File: config.mk
export PLATFORM = sky130hd
export DESIGN_NAME = id_ex_pipe_reg
export DESIGN_NICKNAME = d
export VERILOG_FILES = /design/src/rtl/id_ex_pipe_reg.sv
export SDC_FILE = /design/constraint.sdc
export NUM_CORES = 1
export LEC_CHECK = 0
export CAP_MARGIN = 20
export CORE_ASPECT_RATIO = 0.6
export CORE_MARGIN = 10
export CORE_UTILIZATION = 42
export DETAILED_ROUTE_END_ITERATION = 7
export PLACE_DENSITY = 0.81
export SLEW_MARGIN = 20
export SYNTH_ARGS = -nofsm -noshare
export SYNTH_HDL_FRONTEND = slang
export SYNTH_SLANG_ARGS = --single-unit
File: constraint.sdc
create_clock -name clk -period 2.05 [get_ports clk]
set_input_delay 0.615 -clock clk [delete_from_list [all_inputs] [get_ports clk]]
set_output_delay 0.615 -clock clk [all_outputs]
set_load 0.01 [all_outputs]
File: src/rtl/id_ex_pipe_reg.sv
// Decode->Execute pipeline register for the pipelined MIPS core.
// Holds decoder controls, register-file read data, specifiers and immediate
// for one cycle, with stall (hold), flush (bubble) and a saturating bubble
// counter for performance debug.
module id_ex_pipe_reg #(
    parameter int WIDTH   = 32,
    parameter int REGBITS = 5,
    parameter int CNTW    = 16
) (
    input  logic               clk,
    input  logic               reset_n,
    input  logic               stall_e,
    input  logic               flush_e,
    input  logic               valid_d,
    input  logic               regwrite_d,
    input  logic               memtoreg_d,
    input  logic               memwrite_d,
    input  logic               alusrc_d,
    input  logic               regdst_d,
    input  logic [2:0]         alucontrol_d,
    input  logic [WIDTH-1:0]   rd1_d,
    input  logic [WIDTH-1:0]   rd2_d,
    input  logic [REGBITS-1:0] rs_d,
    input  logic [REGBITS-1:0] rt_d,
    input  logic [REGBITS-1:0] rd_d,
    input  logic [WIDTH-1:0]   signimm_d,
    input  logic               cnt_clr,
    output logic               valid_e,
    output logic               regwrite_e,
    output logic               memtoreg_e,
    output logic               memwrite_e,
    output logic               alusrc_e,
    output logic               regdst_e,
    output logic [2:0]         alucontrol_e,
    output logic [WIDTH-1:0]   rd1_e,
    output logic [WIDTH-1:0]   rd2_e,
    output logic [REGBITS-1:0] rs_e,
    output logic [REGBITS-1:0] rt_e,
    output logic [REGBITS-1:0] rd_e,
    output logic [WIDTH-1:0]   signimm_e,
    output logic [CNTW-1:0]    bubble_cnt
);

    // All-zero value of this struct is a NOP bubble with rs/rt = 0,
    // so the hazard unit can never forward into it.
    typedef struct packed {
        logic               valid;
        logic               regwrite;
        logic               memtoreg;
        logic               memwrite;
        logic               alusrc;
        logic               regdst;
        logic [2:0]         alucontrol;
        logic [WIDTH-1:0]   rd1;
        logic [WIDTH-1:0]   rd2;
        logic [REGBITS-1:0] rs;
        logic [REGBITS-1:0] rt;
        logic [REGBITS-1:0] rd;
        logic [WIDTH-1:0]   signimm;
    } idex_t;

    idex_t           pipe_q, pipe_d, load_s;
    logic [CNTW-1:0] cnt_q, cnt_d;

    // Gather the decode-stage fields into one record for loading.
    always_comb begin
        load_s            = '0;
        load_s.valid      = valid_d;
        load_s.regwrite   = regwrite_d;
        load_s.memtoreg   = memtoreg_d;
        load_s.memwrite   = memwrite_d;
        load_s.alusrc     = alusrc_d;
        load_s.regdst     = regdst_d;
        load_s.alucontrol = alucontrol_d;
        load_s.rd1        = rd1_d;
        load_s.rd2        = rd2_d;
        load_s.rs         = rs_d;
        load_s.rt         = rt_d;
        load_s.rd         = rd_d;
        load_s.signimm    = signimm_d;
    end

    // Next pipeline contents: flush beats stall, stall beats load.
    always_comb begin
        pipe_d = pipe_q;
        if (flush_e)       pipe_d = '0;
        else if (!stall_e) pipe_d = load_s;
    end

    // Bubble counter: clear wins, otherwise count flushes and saturate at all-ones.
    always_comb begin
        cnt_d = cnt_q;
        if (cnt_clr)                     cnt_d = '0;
        else if (flush_e && cnt_q != '1) cnt_d = cnt_q + CNTW'(1);
    end

    // State registers with asynchronous active-low reset to all zero.
    always_ff @(posedge clk or negedge reset_n) begin
        if (!reset_n) begin
            pipe_q <= '0;
            cnt_q  <= '0;
        end else begin
            pipe_q <= pipe_d;
            cnt_q  <= cnt_d;
        end
    end

    assign valid_e      = pipe_q.valid;
    assign regwrite_e   = pipe_q.regwrite;
    assign memtoreg_e   = pipe_q.memtoreg;
    assign memwrite_e   = pipe_q.memwrite;
    assign alusrc_e     = pipe_q.alusrc;
    assign regdst_e     = pipe_q.regdst;
    assign alucontrol_e = pipe_q.alucontrol;
    assign rd1_e        = pipe_q.rd1;
    assign rd2_e        = pipe_q.rd2;
    assign rs_e         = pipe_q.rs;
    assign rt_e         = pipe_q.rt;
    assign rd_e         = pipe_q.rd;
    assign signimm_e    = pipe_q.signimm;
    assign bubble_cnt   = cnt_q;

endmodule
==> summary.txt <==
Pwr
  • Register share of total power: 43.4%
  • Total power: 6.685 mW
  • Power per cell area: 737.0 nW/um^2
  • Switch share: 25.58%
  • Gate power share: 15.7%
  • P_leak: 4.330 nW
  • Clock power frac: 40.9%
  • Peak VDD IR: 0.5189 mV
  • Cell Int Power: 4.974 mW
  • Switching power: 1.710 mW

Detailed routing
  • Detailed Route Iter0 Violations: 300
  • Post-DR vias/cell: 5.074
  • Residual DRC: 0
  • Avg WL per Cell: 20.37 microns
  • WL final: 18760 microns
  • Pre-Repair DR Iteration Count: 4
  • DR vias: 4673
  • ANT nets after route: 0

Global routing
  • Grt met3 use: 10.65%
  • Largest net degree at the start of global routing: 73
  • GR Overflow Total: 0
  • First-pass GRT wire length: 28680 microns
  • Gr busiest metal: met2
  • Vias in the first global route: 5022
  • Met2 Use GR: 33.08%
  • Total GRT Usage: 19.63%
  • Initial antenna violation count: 0
  • Grt met1 use: 21.76%

Yosys
  • Synth area leader: dfrtp_1
  • Number of enable flip-flop cells after synthesis: 0
  • Most used DFF post-synth: dfrtp_1
  • Mapped Cells: 476
  • Post-synth top cells: 136 x dfrtp_1, 125 x nor2_1, 121 x mux2i_1
  • Asr flop ratio synth: 100.0%
  • Syn_area_per_cell: 11.91 sq um
  • Seq cells post-synth: 136
  • Largest cells by area after synthesis: dfrtp_1 60%, mux2i_1 21%, nor2_1 8.3%
  • Top cell type's share of synthesized area: 60.02%
  • YS warnings: 0
  • Syn_nets: 602
  • Sequential area share after synthesis: 60.02%
  • Count of different cell masters after synthesis: 40
  • Most frequent cell after synthesis: dfrtp_1
  • Post-Syn Area: 5670 sq um

Setup path
  • Startpoint types: flip-flop
  • Crit-path cells: clkdlybuf4s50_1
  • Crit end category: output pin
  • Critical Path RT: 1.43 ns
  • Crit path max fanout: 5
  • Crit-path leading delay family: buffers and inverters
  • Largest stage delay, worst path: 0.57 ns
  • WP buf/inv: 1
  • CP arrival: 1.38 ns
  • CP Class: flip-flop to output pin
  • CP max stage cell: clkdlybuf4s50_1

Job
  • Max Cap Viol: 0

STA
  • Fmax: 0.5006 GHz
  • Final Max Slew Viols: 0
  • Worst-Margin Slew: 0.7446 ns
  • Slew HR: 50.36%
  • Setup ws final: 0.05255 ns
  • Worst hold margin: 0.1445 ns
  • Post-route setup TNS: 0 ns
  • Clock skew: 0.01203 ns
  • RSZ-0062 raised after global routing: no
  • Final hold vios: 0
  • Endpoints failing setup: 0
  • Min Tclk post-route: 1.997 ns
  • Period Utilization, post-route: 97.44%

Clocking
  • Clk root buf: clkbuf_16
  • CTS tree: built
  • Total CTS buffers: 17
  • Hold buffer count at cts: 0
  • Clock latency on the worst-skew pair: 0.40 ns
  • Reg clk slew, reported paths: 0.06 ns
  • Clock sinks: 136
  • Max Buffers Root-to-Sink: 2
  • H-tree Lvls: 4

Status
  • Status: complete, no violations

Placement
  • Placed cells: 888
  • Area after DPL: 8499 sq um
  • Half-perimeter wire length after placement: 14290 microns
  • GP Congestion: 0.8405
  • Worst slack, placed: 0.1793 ns
  • Port Buffers: 260

Floorplanning
  • Initial core utilization: 43.58%
  • Full die area: 18700 sq um
  • Die width: 170.0 microns
  • I/O Pins: 261
  • FP Rows: 32
  • Die Span Y: 110.0 microns
  • Core Region: 13010 sq um

Layout
  • Post-route cell area: 9070 sq um
  • Layout net count: 865
  • Final Non-Filler Cells: 921
  • Diodes inserted: 0
  • Layout cells sized above 1: 8.522%
  • Final core occ: 69.70%
  • Layout area overhead: 59.95%

Worst hold path
  • Hold Path Class: input pin to asynchronous set/reset pin
==> state kept, by name, summed over array words and instances, names as in the netlist, 3 cells and up <==
register / cells
alucontrol_e: 3
rs_e: 5
signimm_e: 32
rd2_e: 32
rd1_e: 32
rd_e: 5
rt_e: 5
bubble_cnt: 16
==> per-layer routing <==
layer / vias up / routed length (microns)
met5: - / 0
met4: 0 / 127
met3: 10 / 2555
met2: 209 / 8882
met1: 2303 / 7193
li1: 2151 / -
==> cells in the final DEF (no fill, tap or decap), types with 2 or more instances in the layout <==
cell             Yosys  final
xor2_1               2      2
nor2b_1              2      2
buf_6                1      2
buf_4                1     11
clkdlybuf4s50_1      0    247
clkinvlp_4           0      6
clkbuf_16            0     17
nor2_1             125    125
buf_12               0      5
inv_6                0      4
or3_1                4      4
dlymetal6s2s_1       0      8
dfrtp_1            136    128
o21ai_0              6      6
nor3_1               2      2
and3_1               2      2
nand3_1              5      5
and4_1               2      2
o31ai_1              3      3
nand4_1              2      2
dfrtp_2              0      8
clkinv_2             0      2
a21oi_1              9      9
dlygate4sd2_1        0      2
nand2_1              4      4
mux2i_1            121    121
mux2_2               2      2
==> final timing paths <==
kind	slack, ns	end	from	cells after the start
hold / removal	0.14	rd1_e[18]	reset_n	1
setup / recovery	0.05	bubble_cnt[7]	bubble_cnt[7]	1
hold reg to reg	0.52	signimm_e[20]	signimm_e[20]	2
max in group asynchronous	1.32	rd2_e[26]	reset_n	2
min in group clk	0.52	signimm_e[20]	signimm_e[20]	2
setup reg to reg	0.17	bubble_cnt[14]	bubble_cnt[0]	5
==> repair_timing <==
| action | 4_1_cts | 5_1_grt |
|---|---|---|
| setup endpoints to repair | 8 | 12 |
| gates resized for setup | 8 | 10 |
| setup buffers | 0 | 2 |
| hold endpoints to repair | 0 | 0 |
==> power groups by stage <==
stage	logic [mW]	registers (mW)	clock network, mW
after floorplan	0.304	3.01	0
after global placement	1.04	2.94	0
after detailed placement	1.06	2.95	0
after CTS	1.06	2.91	2.79
after global routing	1.13	2.92	2.91
final	1.05	2.90	2.73
==> cells by family after synthesis <==
group	share of synthesized area [%]
xor gates and xnor gates	0.3090
and+or+nand+nor	12.16
adders and majority gates	0.2206
AOI/OAI and AO/OA	2.891
DFF	60.02
muxes	21.76
buffers and inverters	2.648
==> final cells by class <==
| class | count | area (sq um) |
|---|---|---|
| repair buffers | 275 | 2795 |
| multi-input cells | 308 | 2117 |
| clock buffers | 18 | 429.2 |
| flip-flops and latches | 136 | 3413 |
| fillers | 951 | 3943 |
| well taps | 170 | 212.7 |
| clock inverters | 13 | 98.84 |
| inverters | 1 | 3.754 |
No activity file was read; power rests on OpenSTA's default activity.
